==> config.mk <==
export PLATFORM = sky130hd
export DESIGN_NAME = pll_phase_controller
export DESIGN_NICKNAME = d
export VERILOG_FILES = /design/src/rtl/pll_phase_controller.sv
export SDC_FILE = /design/constraint.sdc
export NUM_CORES = 1
export LEC_CHECK = 0
export BUFFER_PORTS_ARGS = -buffer_cell sky130_fd_sc_hd__buf_4
export CAP_MARGIN = 20
export CELL_PAD_IN_SITES_DETAIL_PLACEMENT = 1
export CELL_PAD_IN_SITES_GLOBAL_PLACEMENT = 1
export CORE_MARGIN = 5
export CORE_UTILIZATION = 41
export CTS_CLUSTER_SIZE = 8
export DETAILED_ROUTE_END_ITERATION = 7
export GPL_ROUTABILITY_DRIVEN = 0
export GPL_TIMING_DRIVEN = 0
export PLACE_DENSITY_LB_ADDON = 0.1
export RECOVER_POWER = 25
export SYNTH_ARGS = -nofsm -noshare
export SYNTH_HDL_FRONTEND = slang
export SYNTH_SLANG_ARGS = --single-unit
export TNS_END_PERCENT = 100
==> constraint.sdc <==
create_clock -name clk -period 3.3 [get_ports clk]
set_input_delay 0.33 -clock clk [delete_from_list [all_inputs] [get_ports clk]]
set_output_delay 0.33 -clock clk [all_outputs]
set_load 0.05 [all_outputs]
==> src/rtl/pll_phase_controller.sv <==
// Cyclone dynamic phase-shift controller: absolute, relative and auto-sweep moves plus PLL reset,
// with wrap-around position tracking and per-step phase_done confirmation.
module pll_phase_controller #(
    parameter int unsigned POS_MAX       = 64,
    parameter int unsigned SCAN_DIV      = 16,
    parameter int unsigned HOLD_EDGES    = 2,
    parameter int unsigned TIMEOUT_EDGES = 100,
    parameter int unsigned ARESET_CYC    = 8,
    parameter int unsigned LOCK_WAIT     = 1024,
    parameter int unsigned DWELL_CYC     = 5000000,
    localparam int unsigned POS_W        = $clog2(POS_MAX)
) (
    input  logic             clk,
    input  logic             reset,
    input  logic             cmd_valid,
    output logic             cmd_ready,
    input  logic [1:0]       cmd_mode,
    input  logic [2:0]       cmd_counter,
    input  logic [POS_W:0]   cmd_value,
    input  logic             phase_done,
    output logic             areset,
    output logic [2:0]       phasecounterselect,
    output logic             phaseupdown,
    output logic             phasestep,
    output logic             scanclk,
    output logic [POS_W-1:0] cur_pos,
    output logic             busy,
    output logic             sweep_active,
    output logic             timeout_err,
    output logic             range_err
);

    localparam int unsigned EDGE_W = $clog2(TIMEOUT_EDGES + HOLD_EDGES + 1);
    localparam int unsigned DIV_W  = $clog2(SCAN_DIV);

    localparam logic [POS_W:0]   PosMax    = (POS_W+1)'(POS_MAX);
    localparam logic [POS_W:0]   PosHalf   = (POS_W+1)'(POS_MAX / 2);
    localparam logic [POS_W-1:0] PosLast   = POS_W'(POS_MAX - 1);
    localparam logic [EDGE_W-1:0] HoldCnt  = EDGE_W'(HOLD_EDGES);
    localparam logic [EDGE_W-1:0] ToutCnt  = EDGE_W'(TIMEOUT_EDGES);
    localparam logic [DIV_W-1:0] DivLast   = DIV_W'(SCAN_DIV - 1);
    localparam logic [31:0]      ArLast    = 32'(ARESET_CYC - 1);
    localparam logic [31:0]      LockLast  = 32'(LOCK_WAIT - 1);
    localparam logic [31:0]      DwellLast = 32'(DWELL_CYC - 1);

    localparam logic [1:0] ModeAbs    = 2'b00;
    localparam logic [1:0] ModeRel    = 2'b01;
    localparam logic [1:0] ModeSweep  = 2'b10;
    localparam logic [1:0] ModePllRst = 2'b11;

    typedef enum logic [2:0] {
        StIdle, StArHold, StArWait, StSetup, StStepAssert, StStepWait, StStepDone, StDwell
    } state_e;

    state_e            state_q, state_d;
    logic              pd_meta_q, pd_sync_q, pd_low_q;
    logic [POS_W:0]    steps_q, inc_q;
    logic [31:0]       cyc_q;
    logic [DIV_W-1:0]  div_q;
    logic [EDGE_W-1:0] edge_q;
    logic              scanclk_q;
    logic [POS_W-1:0]  pos_q;
    logic [2:0]        sel_q, pend_sel_q;
    logic              dir_q, pend_dir_q;
    logic              sweep_q, tout_q, rng_q;

    logic              accept, tick, rise, step_ok, dwell_end, in_scan, stay_scan;
    logic [POS_W:0]    tgt, pos_ext, abs_diff, cmd_steps;
    logic              cmd_dir, cmd_range;

    assign accept    = cmd_valid && cmd_ready;
    assign in_scan   = state_q inside {StStepAssert, StStepWait};
    assign stay_scan = in_scan && (state_d inside {StStepAssert, StStepWait});
    assign tick      = in_scan && (div_q == DivLast);
    assign rise      = tick && !scanclk_q;
    assign step_ok   = pd_low_q && pd_sync_q;
    assign dwell_end = (state_q == StDwell) && (cyc_q == DwellLast);

    // Shortest-path direction for ABS; REL magnitude is taken as-is, not wrapped.
    always_comb begin
        tgt       = {1'b0, cmd_value[POS_W-1:0]};
        pos_ext   = {1'b0, pos_q};
        abs_diff  = (tgt >= pos_ext) ? tgt - pos_ext : tgt + PosMax - pos_ext;
        cmd_range = (cmd_mode == ModeAbs) && (cmd_value >= PosMax);
        cmd_dir   = 1'b1;
        cmd_steps = '0;
        if (cmd_mode == ModeAbs) begin
            if (!cmd_range) begin
                if (abs_diff <= PosHalf) begin
                    cmd_steps = abs_diff;
                end else begin
                    cmd_dir   = 1'b0;
                    cmd_steps = PosMax - abs_diff;
                end
            end
        end else if (cmd_mode == ModeRel) begin
            cmd_dir   = !cmd_value[POS_W];
            cmd_steps = cmd_value[POS_W] ? -cmd_value : cmd_value;
        end
    end

    always_ff @(posedge clk) begin
        if (reset) state_q <= StIdle;
        else       state_q <= state_d;
    end

    always_comb begin
        state_d = state_q;
        unique case (state_q)
            StIdle, StDwell: begin
                if (accept) begin
                    unique case (cmd_mode)
                        ModeSweep:  state_d = StDwell;
                        ModePllRst: state_d = StArHold;
                        default:    state_d = (cmd_steps != '0) ? StSetup : StStepDone;
                    endcase
                end else if (dwell_end) begin
                    state_d = (inc_q != '0) ? StSetup : StDwell;
                end
            end
            StArHold:     if (cyc_q == ArLast) state_d = StArWait;
            StArWait:     if (cyc_q == LockLast) state_d = StIdle;
            StSetup:      state_d = StStepAssert;
            StStepAssert: if (edge_q == HoldCnt) state_d = StStepWait;
            StStepWait: begin
                if (step_ok)                state_d = StStepDone;
                else if (edge_q == ToutCnt) state_d = StIdle;
            end
            StStepDone: begin
                if (steps_q != '0) state_d = StSetup;
                else               state_d = sweep_q ? StDwell : StIdle;
            end
            default: state_d = StIdle;
        endcase
    end

    always_comb begin
        cmd_ready = state_q inside {StIdle, StDwell};
        busy      = !(state_q inside {StIdle, StDwell});
        areset    = (state_q == StArHold);
        phasestep = state_q inside {StSetup, StStepAssert};
    end

    assign scanclk            = scanclk_q;
    assign phasecounterselect = sel_q;
    assign phaseupdown        = dir_q;
    assign cur_pos            = pos_q;
    assign sweep_active       = sweep_q;
    assign timeout_err        = tout_q;
    assign range_err          = rng_q;

    always_ff @(posedge clk) begin
        if (reset) begin
            pd_meta_q  <= 1'b1;
            pd_sync_q  <= 1'b1;
            pd_low_q   <= 1'b0;
            steps_q    <= '0;
            inc_q      <= '0;
            cyc_q      <= '0;
            div_q      <= '0;
            edge_q     <= '0;
            scanclk_q  <= 1'b0;
            pos_q      <= '0;
            sel_q      <= '0;
            pend_sel_q <= '0;
            dir_q      <= 1'b1;
            pend_dir_q <= 1'b1;
            sweep_q    <= 1'b0;
            tout_q     <= 1'b0;
            rng_q      <= 1'b0;
        end else begin
            pd_meta_q <= phase_done;
            pd_sync_q <= pd_meta_q;

            if (state_d != state_q || dwell_end || accept) cyc_q <= '0;
            else                                           cyc_q <= cyc_q + 32'd1;

            div_q     <= (stay_scan && !tick) ? div_q + DIV_W'(1) : '0;
            scanclk_q <= stay_scan ? (scanclk_q ^ tick) : 1'b0;

            if (state_d != state_q) edge_q <= '0;
            else if (rise)          edge_q <= edge_q + EDGE_W'(1);

            if (state_d == StSetup) pd_low_q <= 1'b0;
            else if ((in_scan || state_q == StSetup) && !pd_sync_q) pd_low_q <= 1'b1;

            // Select/direction change only on entry to SETUP, while phasestep and scanclk are low.
            if (state_d == StSetup) begin
                sel_q <= accept ? cmd_counter : pend_sel_q;
                dir_q <= accept ? cmd_dir : pend_dir_q;
            end

            if (accept) begin
                tout_q <= 1'b0;
                rng_q  <= cmd_range;
                unique case (cmd_mode)
                    ModeSweep: begin
                        sweep_q    <= 1'b1;
                        inc_q      <= cmd_value;
                        pend_sel_q <= cmd_counter;
                        pend_dir_q <= 1'b1;
                    end
                    ModePllRst: begin
                        sweep_q <= 1'b0;
                        pos_q   <= '0;
                    end
                    default: begin
                        sweep_q    <= 1'b0;
                        steps_q    <= cmd_steps;
                        pend_sel_q <= cmd_counter;
                        pend_dir_q <= cmd_dir;
                    end
                endcase
            end else if (dwell_end) begin
                steps_q <= inc_q;
            end else if (state_q == StStepWait && state_d == StStepDone) begin
                steps_q <= steps_q - (POS_W+1)'(1);
                if (dir_q) pos_q <= (pos_q == PosLast) ? '0 : pos_q + POS_W'(1);
                else       pos_q <= (pos_q == '0) ? PosLast : pos_q - POS_W'(1);
            end else if (state_q == StStepWait && state_d == StIdle) begin
                tout_q  <= 1'b1;
                sweep_q <= 1'b0;
                steps_q <= '0;
            end
        end
    end

endmodule

Word-level counts from Yosys, hierarchy flattened:

Index checks and enable logic that the tools add are counted.

* multiply operators: 0
* reduce and logical (&&, ||, !) cells: 47
* $lt $le $gt $ge: 3
* $add $sub $neg: 11
* multiplexer cells: 43
* bitwise logic cells: 6
* shift-type cells: 0
* equal/unequal tests: 26
* divide/modulo/power cells: 0

Operators with widths (count)
* $mux 7: 11
* $mux 6: 7
* $mux 3: 12
* $add 32x1->32 const B: 1
* $eq 32x10->1 const B: 1
* $eq 32x23->1 const B: 1
* $eq 32x3->1 const B: 1
* $eq 3x3->1 const B: 7
* $pmux 3 s7: 1
* $reduce_bool 7->1: 3
* $reduce_or 2->1: 8
* $reduce_bool 2->1: 6
* $logic_and 1x1->1: 11
* $mux 1: 10
* $eq 3x2->1 const B: 3
* $reduce_and 3->1: 3
* $add 6x7->7 const B: 1
* $add 7x1->7 const B: 1
* $eq 7x2->1 const B: 1
* $eq 7x7->1 const B: 1
* $ge 7x7->1 const B: 1
* $le 7x6->1 const B: 1
* $neg 7->7: 1
* $sub 6x6->7: 1
* other kinds (26): 42

* memories kept: 0
* bits of input ports: 16
* output and inout bits: 18
* bits in read-only memories: 0
* word-level logic and storage cells: 154
* memory bits (writable): 0
* register bits: 81
* latch bits: 0

Longest topological paths before layout:

* word-level depth: 18
* depth in mapped cells: 17
* mapped depth without buffers: 15

Worst setup path before layout:

Ideal clock, no wire load.

* path kind: register -> register
* start: reg pos_q[0], in the netlist cur_pos[0]
* end: reg cyc_q[3]
* library setup time: 0.074 ns
* cell stages (with the launch flop): 17
* slack: -0.652 ns
* clock period less this slack: 3.952 ns
* data arrival time: 3.878 ns
* cells stage by stage: dfxtp_1 > ha_1 > inv_1 > fa_1 > a211o_1 > and3_1 > buf_6 > or2_4 > a311oi_4 > o32a_2 > nand4_1 > nor4_1 > a21oi_1 > mux2_4 > buf_6 > buf_6 > nor3_2

* cells in the longest elaborated chain, start to end: 15

Ends and longest elaborated chain
* start, declared: RTL line 62 `logic [POS_W-1:0] pos_q;`
* start signal, assigned: RTL line 218 `if (dir_q) pos_q <= (pos_q == PosLast) ? '0 : pos_q + POS_W'(1);`
* start signal, assigned: RTL line 219 `else pos_q <= (pos_q == '0) ? PosLast : pos_q - POS_W'(1);`
* $sub 7x6->7 (tied with other cells): RTL line 83 `abs_diff = (tgt >= pos_ext) ? tgt - pos_ext : tgt + PosMax - pos_ext;`
* $mux 7 *: RTL line 83
* $sub 7x7->7 or $le 7x6->1 (tied branches): RTL line 93, 89
* $mux 7 *: RTL line 89 `if (abs_diff <= PosHalf) begin`
* $mux 7 *: RTL line 88 `if (!cmd_range) begin`
* $mux 7 *: RTL line 87 `if (cmd_mode == ModeAbs) begin`
* $reduce_bool 7->1 *: RTL line 115 `default: state_d = (cmd_steps != '0) ? StSetup : StStepDone;`
* $mux 3 *: RTL line 115
* $pmux 3 s2 *: RTL line 112 `unique case (cmd_mode)`
* $mux 3 *: RTL line 111 `if (accept) begin`
* $pmux 3 s7 *: RTL line 109 `unique case (state_q)`
* $ne 3x3->1 *: RTL line 175 `if (state_d != state_q || dwell_end || accept) cyc_q <= '0;`
* $logic_or 1x1->1 * (2 in series): RTL line 175
* $reduce_or 2->1 (no line) *
* end signal, assigned: RTL line 176 `else cyc_q <= cyc_q + 32'd1;`
* end, declared: RTL line 58 `logic [31:0] cyc_q;`

Mark *: on every way between the ends. The rest lies on a longest branch, timed or not.
A chain may end at the register's enable or synchronous reset.

Final worst setup path:

* start: reg pos_q[0], in the netlist cur_pos[0]
* end: reg cyc_q[5]

The elaborated chain is that of the path after synthesis.

==> metrics <==
Max FO, Critical Path 6; Top FF cell, synth dfxtp_1; RSZ-0062 raised after global routing true; Cell Area, Synth 4960 um2; grt ovf 0; Avg WL per Cell 19.1 um; gr usage total 0.228; Total Neg Setup Slack -13270 ps; CP Data Arrival Time 3890 ps; Vias 4981; Clock Latency Late Sink 340 ps; DRC viols 0; die area 14400 um2; min setup slack post-route -342 ps; Worst-path clk slew 60 ps; Horiz. Die Dim 120 um; P_leak 0.00214 uW; Detail Placement HPWL 11700 um; status finished with violations; Async S/R FF share, synth 0; most frequent cells in the layout dfxtp_1, nand2_1, nor2_1; multi-input logic area 3470 um2; Hold-fix buffers, CTS 0; Area growth, synth to finish 24.4%; ant diodes 0; register area 1640 um2; Core ar. 12000 um2; initial antenna violation count 0; Non-Filler Instances 861; violated checks negative setup slack; first-pass GRT wire length 26700 um; Post-synth EDFFs 0; Die Y 120 um; Pwr per Cell Area 597 nW/um2; total I/O pin count 34; #FFs+latches synth 81; Syn Nets 684; Crit Path Class reg2reg; Critical Path RT 3550 ps; Startpoint Class flop; Slew @ Worst Pin 858 ps; Vias/cell 5.79; clock buffer depth 2; fillers 1478; CTS Root Cell clkbuf_16; Final Hold Viols 0; Netlist cell types 62; Post-DP Area 5410 um2; 1st-iter DRT viols 203; sequential fraction of the synthesis area 0.327; layout cells sized above 1 0.192; TritonCTS Buffers 9; Compound-Gate Fraction of Synth Area 0.158; Max-slew headroom 0.423; mux cell area share after synthesis 0.0234; total wire length 16500 um; Adder-Cell Fraction of Synth Area 0.0494; final net count 744; fmax 275 MHz; # setup viols final 50; maxcap violations 0; Syn. warnings 0; initial core utilization 0.415; Design Area, Final 6170 um2; port bufs 32; Hold WS 180 ps; Final min period 3640 ps; Sink Count 81; vias in the first global route 5288; Mapped Cells 649; Max Slew Vio Count 0; post-route ant nets 0; largest family of logic cells by synthesized area simple AND/OR/NAND/NOR gates; CTS tree built; H-tree depth 3; Peak VDD IR 0.000624 V; Hold Crit Class in2reg; xor/xnor share of the synthesized area 0.0812; placed cell count 828; Simple-Gate Fraction of Synth Area 0.317; skew final 5.40 ps; post-synthesis average cell area 7.65 um2; fin crit share 1.10; row count 40; largest net degree at the start of global routing 14; CP Capture Type flop; commonest non-fill, non-tap cell in the layout dfxtp_1; drt pass-1 iters 4
-- worst paths after layout --
check	from	end	slack [ps]	depth (start not counted)
max	cur_pos[0]$_SDFFE_PP0P_	cyc_q[5]$_SDFF_PP0_	-340	16
min	phase_done	pd_meta_q$_SDFF_PP1_	180	2
max reg2reg	cur_pos[0]$_SDFFE_PP0P_	cyc_q[5]$_SDFF_PP0_	-340	16
min reg2reg	pd_meta_q$_SDFF_PP1_	pd_sync_q$_SDFF_PP1_	410	1
-- sequential cells by signal (all words and copies together), names as in the netlist --
name / count
cyc_q: 32
pd_low_q: 1
pend_dir_q: 1
range_err: 1
steps_q: 7
phasecounterselect: 3
sweep_active: 1
inc_q: 7
pd_sync_q: 1
phaseupdown: 1
scanclk: 1
pd_meta_q: 1
edge_q: 7
div_q: 4
state_q: 3
timeout_err: 1
pend_sel_q: 3
cur_pos: 6
-- cell type report --
type | count | area share
timing repair buffer | 52 | 0.0629
tap | 147 | 0.0298
buffer | 24 | 0.0207
multi-input combinational | 517 | 0.563
clock inverter | 3 | 0.00284
clock buffer | 13 | 0.0406
inverter | 24 | 0.0152
sequential | 81 | 0.265
-- critical path, stage by stage (launching register included) --
cell      delay (ps)
dfxtp_4          360
ha_4             130
inv_2             30
fa_2             350
a211o_1          360
buf_6            140
a21oi_4          150
or2_4            160
buf_6            100
a211oi_2          50
o211ai_1         260
nand4_1          230
nor4_2           370
a21oi_2          130
mux2_4           360
buf_8            150
nor3_1           210
-- stage by stage --
| stage | utilization | setup WS, ps | power (uW) |
|---|---|---|---|
| after CTS | 0.501 | -382 | 3640 |
| after detailed placement | 0.453 | -828 | 2370 |
| after global placement | 0.453 | -810 | 2340 |
| final | 0.516 | -342 | 3680 |
| after floorplan | - | -154 | 2000 |
| after global routing | 0.516 | -440 | 3880 |
-- report_power, final --
group / switching, uW / total, uW / internal, uW
Combinational: 1070 / 1670 / 595
Clock: 393 / 922 / 528
Sequential: 51.6 / 1090 / 1040
Total: 1520 / 3680 / 2170
-- layer usage --
| layer | vias up | global-route usage | wire [um] |
|---|---|---|---|
| met5 | - | 0 | 0 |
| met4 | 0 | 0.105 | 450 |
| met3 | 40 | 0.0382 | 453 |
| met2 | 77 | 0.413 | 8560 |
| met1 | 2432 | 0.261 | 7030 |
| li1 | 2432 | - | - |
-- synthesized netlist by cell type (all sizes together), types with 9 or more instances --
master / count / area share
nor4: 9 / 0.011
clkbuf: 22 / 0.017
a31oi: 15 / 0.019
ha: 18 / 0.045
xnor2: 22 / 0.039
or3: 9 / 0.011
and3: 10 / 0.013
nand3: 37 / 0.037
nand4: 12 / 0.015
a21oi: 41 / 0.041
inv: 24 / 0.018
xor2: 24 / 0.042
nor3: 65 / 0.069
nand2: 74 / 0.056
dfxtp: 81 / 0.33
mux2i: 9 / 0.018
nor2: 65 / 0.049
o21ai: 21 / 0.021
-- cells by family after synthesis --
| logic type | Yosys count |
|---|---|
| AO/OA/AOI/OAI | 122 |
| XOR/XNOR | 46 |
| adder cells (fa/ha/maj) | 19 |
| buffers and inverters | 51 |
| flip-flops | 81 |
| multiplexers | 11 |
| AND/OR/NAND/NOR | 319 |
-- what timing repair did --
action,CTS,global route
pin swaps,24,19
gates cloned,2,0
gates resized for setup,42,47
setup buffers,14,4
setup endpoints to repair,50,51
(Power assumes the default switching activity.)
